[src/rtl/serial_adder_pkg.sv]
// Shared types and default sizes for the serial chunk adder.
package serial_adder_pkg;

    localparam int unsigned WIDTH_DEF = 16;
    localparam int unsigned CHUNK_DEF = 4;

    typedef enum logic [1:0] {
        IDLE = 2'd0,
        RUN  = 2'd1,
        DONE = 2'd2
    } sadd_state_t;

endpackage

[src/rtl/chunk_adder.sv]
// Combinational N-bit ripple-carry adder.
// Also exposes the carry into bit N-1 so the caller can form signed overflow.
module chunk_adder #(
    parameter int unsigned N = 4
) (
    input  logic [N-1:0] a,
    input  logic [N-1:0] b,
    input  logic         cin,
    output logic [N-1:0] s,
    output logic         cout,
    output logic         c_msb
);

    logic [N:0] c;

    // One full adder per bit.
    always_comb begin
        c    = '0;
        s    = '0;
        c[0] = cin;
        for (int i = 0; i < int'(N); i++) begin
            s[i]   = a[i] ^ b[i] ^ c[i];
            c[i+1] = (a[i] & b[i]) | (a[i] & c[i]) | (b[i] & c[i]);
        end
    end

    assign cout  = c[N];
    assign c_msb = c[N-1];

endmodule

[src/rtl/serial_chunk_adder.sv]
// Multi-cycle adder/subtractor: processes CHUNK bits per cycle through one
// ripple chunk adder, with valid/ready handshakes on operands and result.
module serial_chunk_adder
    import serial_adder_pkg::*;
#(
    parameter int unsigned WIDTH = WIDTH_DEF,
    parameter int unsigned CHUNK = CHUNK_DEF
) (
    input  logic             clk,
    input  logic             reset_n,
    input  logic             in_valid,
    output logic             in_ready,
    input  logic [WIDTH-1:0] a,
    input  logic [WIDTH-1:0] b,
    input  logic             cin,
    input  logic             sub,
    output logic             out_valid,
    input  logic             out_ready,
    output logic [WIDTH-1:0] sum,
    output logic             cout,
    output logic             ovf,
    output logic             busy
);

    localparam int unsigned NCHUNK = (CHUNK >= 1) ? WIDTH / CHUNK : 1;
    localparam int unsigned CW     = (NCHUNK > 1) ? $clog2(NCHUNK) : 1;

    generate
        if (CHUNK < 1 || (WIDTH % CHUNK) != 0) begin : g_bad_params
            $error("serial_chunk_adder: WIDTH must be a nonzero multiple of CHUNK");
        end
    endgenerate

    sadd_state_t      state;
    logic [WIDTH-1:0] a_r;
    logic [WIDTH-1:0] b_r;
    logic             carry;
    logic [CW-1:0]    count;
    logic [WIDTH-1:0] sum_r;
    logic             cout_r;
    logic             ovf_r;

    logic [CHUNK-1:0] ch_s;
    logic             ch_cout;
    logic             ch_cmsb;
    logic             last_chunk;

    chunk_adder #(.N(CHUNK)) u_chunk (
        .a     (a_r[CHUNK-1:0]),
        .b     (b_r[CHUNK-1:0]),
        .cin   (carry),
        .s     (ch_s),
        .cout  (ch_cout),
        .c_msb (ch_cmsb)
    );

    assign last_chunk = (count == CW'(NCHUNK - 1));

    // Control, operand shifting and result accumulation.
    always_ff @(posedge clk) begin
        if (!reset_n) begin
            state  <= IDLE;
            a_r    <= '0;
            b_r    <= '0;
            carry  <= 1'b0;
            count  <= '0;
            sum_r  <= '0;
            cout_r <= 1'b0;
            ovf_r  <= 1'b0;
        end else begin
            case (state)
                IDLE: begin
                    if (in_valid) begin
                        a_r   <= a;
                        b_r   <= sub ? ~b : b;
                        carry <= sub ? 1'b1 : cin;
                        count <= '0;
                        state <= RUN;
                    end
                end
                RUN: begin
                    // New chunk enters at the top; after NCHUNK cycles it is aligned.
                    sum_r <= (sum_r >> CHUNK) | (WIDTH'(ch_s) << (WIDTH - CHUNK));
                    a_r   <= a_r >> CHUNK;
                    b_r   <= b_r >> CHUNK;
                    carry <= ch_cout;
                    if (last_chunk) begin
                        cout_r <= ch_cout;
                        ovf_r  <= ch_cmsb ^ ch_cout;
                        state  <= DONE;
                    end else begin
                        count <= count + CW'(1);
                    end
                end
                DONE: begin
                    if (out_ready) begin
                        state <= IDLE;
                    end
                end
                default: state <= IDLE;
            endcase
        end
    end

    assign in_ready  = (state == IDLE);
    assign out_valid = (state == DONE);
    assign busy      = (state != IDLE);
    assign sum       = sum_r;
    assign cout      = cout_r;
    assign ovf       = ovf_r;

endmodule

[config.mk]
export PLATFORM = sky130hd
export DESIGN_NAME = serial_chunk_adder
export DESIGN_NICKNAME = d
export VERILOG_FILES = /design/src/rtl/serial_adder_pkg.sv /design/src/rtl/chunk_adder.sv /design/src/rtl/serial_chunk_adder.sv
export SDC_FILE = /design/constraint.sdc
export NUM_CORES = 1
export LEC_CHECK = 0
export CAP_MARGIN = 10
export CORE_ASPECT_RATIO = 0.6
export CORE_UTILIZATION = 44
export CTS_CLUSTER_DIAMETER = 120
export DETAILED_ROUTE_END_ITERATION = 6
export GPL_TIMING_DRIVEN = 1
export PLACE_DENSITY = 0.77
export RECOVER_POWER = 100
export SLEW_MARGIN = 30
export SYNTH_ARGS = -nofsm -noshare
export SYNTH_HDL_FRONTEND = slang
export SYNTH_SLANG_ARGS = --single-unit
[constraint.sdc]
create_clock -name clk -period 1.85 [get_ports clk]
set_input_delay 0.2775 -clock clk [delete_from_list [all_inputs] [get_ports clk]]
set_output_delay 0.2775 -clock clk [all_outputs]
set_load 0.01 [all_outputs]
==> results_dict.tcl <==
set metrics [dict create \
    crit_required_ns 2.10 \
    slew_violations 0 \
    synth_seq_area_share 0.457 \
    synth.area.top_cells "dfxtp_1, a21oi_1, nand2_1, a221o_1, xnor2_1" \
    antenna_found_initial 0 \
    pwr_density_cell_mw_per_mm2 773 \
    endpoint_kind "flop" \
    ioPinCount 59 \
    synth_edf_count 0 \
    fmax_mhz 484 \
    num_vias 2023 \
    ys_warn_count 0 \
    cts_sinks 55 \
    hold_viol 0 \
    p_leak_nw 1.25 \
    netSwitchingFraction 0.270 \
    clkTransAtPathRegs_ns 0.10 \
    synth-async-reset-ratio 0 \
    worst-r2r-setup-slack_ns -0.22 \
    grt_pass1_wl_microns 8740 \
    dpl.hpwl_microns 3870 \
    drive_gt1_frac 0.133 \
    cp-start-kind "flop" \
    synth_cell_types 42 \
    cpMostUsedCell "fa_2" \
    tightest_slew_ns 0.790 \
    pwr-share-comb 0.185 \
    power.share.sequential 0.530 \
    drtAntennaViolNets 0 \
    syn2layout_area_growth_pct 33.0 \
    clk_latency_ns 0.32 \
    worst-setup-path-type "reg2reg" \
    synth_top_cell_by_area "dfxtp_1" \
    cts_tree "done" \
    wl_per_cell_microns 13.4 \
    rows 20 \
    n_antenna_cell 0 \
    gp_congestion 0.789 \
    cp_slowest_cell "fa_2" \
    violations "setup timing" \
    holdCritPathClass "reg2reg" \
    globalRouteOverflowTotal 0 \
    htree_levels 2 \
    cts_buffer_depth 2 \
    drt_iter0_markers 55 \
    ir_drop_v 0.000419 \
    ys.flop_type "dfxtp_1" \
    drc 0 \
    final_nets 372 \
    multi_input_area_sq_mm 0.00115 \
    status "finished, violations left" \
    root_buffer "clkbuf_8" \
    power_switching_mw 0.669 \
    portBuffers 58 \
    rsz0062_at_grt "yes" \
    min_period_over_period 1.12 \
    numCtsBuffers 5 \
    cp.arrival_ns 2.31 \
    max-cap-violations 0 \
    fp.dieH_microns 59.3 \
    viasPerCell 5.11 \
    finalClockSkew_ns 0.00674 \
    syn_area_sq_mm 0.00241 \
    nFillCells 462 \
    groute.usage.overall 0.194 \
    slew_headroom 0.471 \
    fin_cells 396 \
    die-area_sq_mm 0.00579 \
    synth.avg_cell_area_sq_um 8.99 \
    finalSetupTns_ns -0.714 \
    grt_pass1_vias 1855 \
    start_util 0.467 \
    syn_nets 311 \
    setup_viol 4 \
    clockPowerShare 0.285 \
    ys_ff_latch 55 \
    path_max_fanout 2 \
    wirelength_microns 5300 \
    core_sq_mm 0.00515 \
    dr.pass1.iters 4 \
    grt_start_max_net_pins 34 \
    postLayoutCellArea_sq_mm 0.00321 \
    synthCells 268 \
    crit_chain "inv_2 -> fa_2 -> inv_2 -> fa_2 -> fa_2 -> inv_2 -> fa_2 -> a211oi_2" \
    place_area_sq_mm 0.00310 \
    register_area_sq_mm 0.00111 \
    synth_top_area_frac 0.457 \
    die_w_microns 97.5 \
    finalWorstSetupSlack_ns -0.216 \
    dp.cells 387 \
    internal_power_mw 1.81 \
    cts_hold_buffers 0 \
    min_period_ns 2.07 \
    slowest_delay_ns 0.43 \
]
## critical path: cells and delay by family, from the launching register on
| kind | cells | cell delay, ns |
|---|---|---|
| buffers and inverters | 3 | 0.18 |
| adder cells (fa/ha/maj) | 4 | 1.34 |
| flip-flops | 1 | 0.33 |
| AO/OA/AOI/OAI | 1 | 0.17 |
## per-stage QoR
stage	power (mW)	utilization	hold WS [ns]	worst slack (ns)
5_1_grt	2.60	0.622	0.491	-0.274
6_report	2.48	0.622	0.459	-0.216
3_3_place_gp	1.79	0.602	0.443	-0.166
2_1_floorplan	1.60	-	0.411	-0.153
4_1_cts	2.51	0.622	0.464	-0.244
3_5_place_dp	1.81	0.602	0.450	-0.242
## registers in the layout, indices dropped and copies added (netlist names)
| register | count |
|---|---|
| b_r | 16 |
| a_r | 16 |
| sum | 16 |
| count | 2 |
| carry | 1 |
| state | 2 |
| cout | 1 |
| ovf | 1 |
## what timing repair did
action	CTS	global route
buffers inserted	0	1
setup endpoints to repair	6	4
pin swaps	1	2
resized for setup	6	2
endpoints found under the hold margin	0	0
## routing by layer
layer	vias to the layer above	track usage	part of all wire
li1	1037	-	-
met1	913	0.257	0.48
met2	67	0.318	0.46
met3	6	0.0448	0.060
met4	0	0.0693	0.0092
met5	-	0	0
## final timing paths
kind,endpoint,cells past startpoint,startpoint
min reg2reg,sum[1]$_SDFFE_PN0P_,2,sum[1]$_SDFFE_PN0P_
max reg2reg,sum[15]$_SDFFE_PN0P_,8,a_r[0]$_SDFFE_PN0P_
max,sum[15]$_SDFFE_PN0P_,8,a_r[0]$_SDFFE_PN0P_
min,sum[1]$_SDFFE_PN0P_,2,sum[1]$_SDFFE_PN0P_
## layout by cell type (no fill, tap or decap), types with 2 or more instances in the layout
| master | n |
|---|---|
| nand2_1 | 45 |
| clkbuf_2 | 3 |
| nand2b_1 | 2 |
| xor2_1 | 4 |
| a21oi_1 | 38 |
| dfxtp_2 | 4 |
| inv_1 | 3 |
| a221o_1 | 12 |
| dfxtp_1 | 51 |
| fa_2 | 4 |
| o21bai_1 | 2 |
| a22oi_1 | 8 |
| o21ai_0 | 10 |
| xnor2_1 | 12 |
| clkbuf_8 | 6 |
| dlygate4sd3_1 | 19 |
| buf_12 | 3 |
| clkdlybuf4s50_1 | 38 |
| inv_2 | 6 |
| buf_4 | 10 |
| nor2_1 | 24 |
## synthesized netlist by cell type (3+ instances only)
cell type,instances
clkbuf_1,3
buf_4,4
inv_1,8
fa_1,4
nor2_1,24
xor2_1,4
nand2_1,45
buf_2,8
dfxtp_1,55
a22oi_1,8
a21oi_1,38
buf_6,4
xnor2_1,13
o21ai_0,10
a221o_1,12
## area by class of cell
class	instances	share of cell area
well taps	66	0.0258
multi-input cells	183	0.359
clock inverters	2	0.00507
repair buffers	75	0.229
clock buffers	6	0.0258
flip-flops and latches	55	0.345
inverters	9	0.0105
## cell families (layout without fill, tap and decap cells)
logic type / Yosys count / count (layout) / synth area share
AND/OR/NAND/NOR: 81 / 81 / 0.148
flip-flops: 55 / 55 / 0.457
AO/OA/AOI/OAI: 80 / 80 / 0.224
adder cells (fa/ha/maj): 5 / 5 / 0.0384
XOR/XNOR: 17 / 17 / 0.0618
buffers and inverters: 30 / 92 / 0.0711
## power groups by stage
stage / combinational [mW] / sequential [mW] / clock, mW
2_1_floorplan: 0.276 / 1.33 / 0
3_3_place_gp: 0.455 / 1.34 / 0
3_5_place_dp: 0.467 / 1.34 / 0
4_1_cts: 0.468 / 1.31 / 0.728
5_1_grt: 0.507 / 1.32 / 0.769
6_report: 0.459 / 1.31 / 0.706
Note: power is estimated with default switching activity, not from simulation.
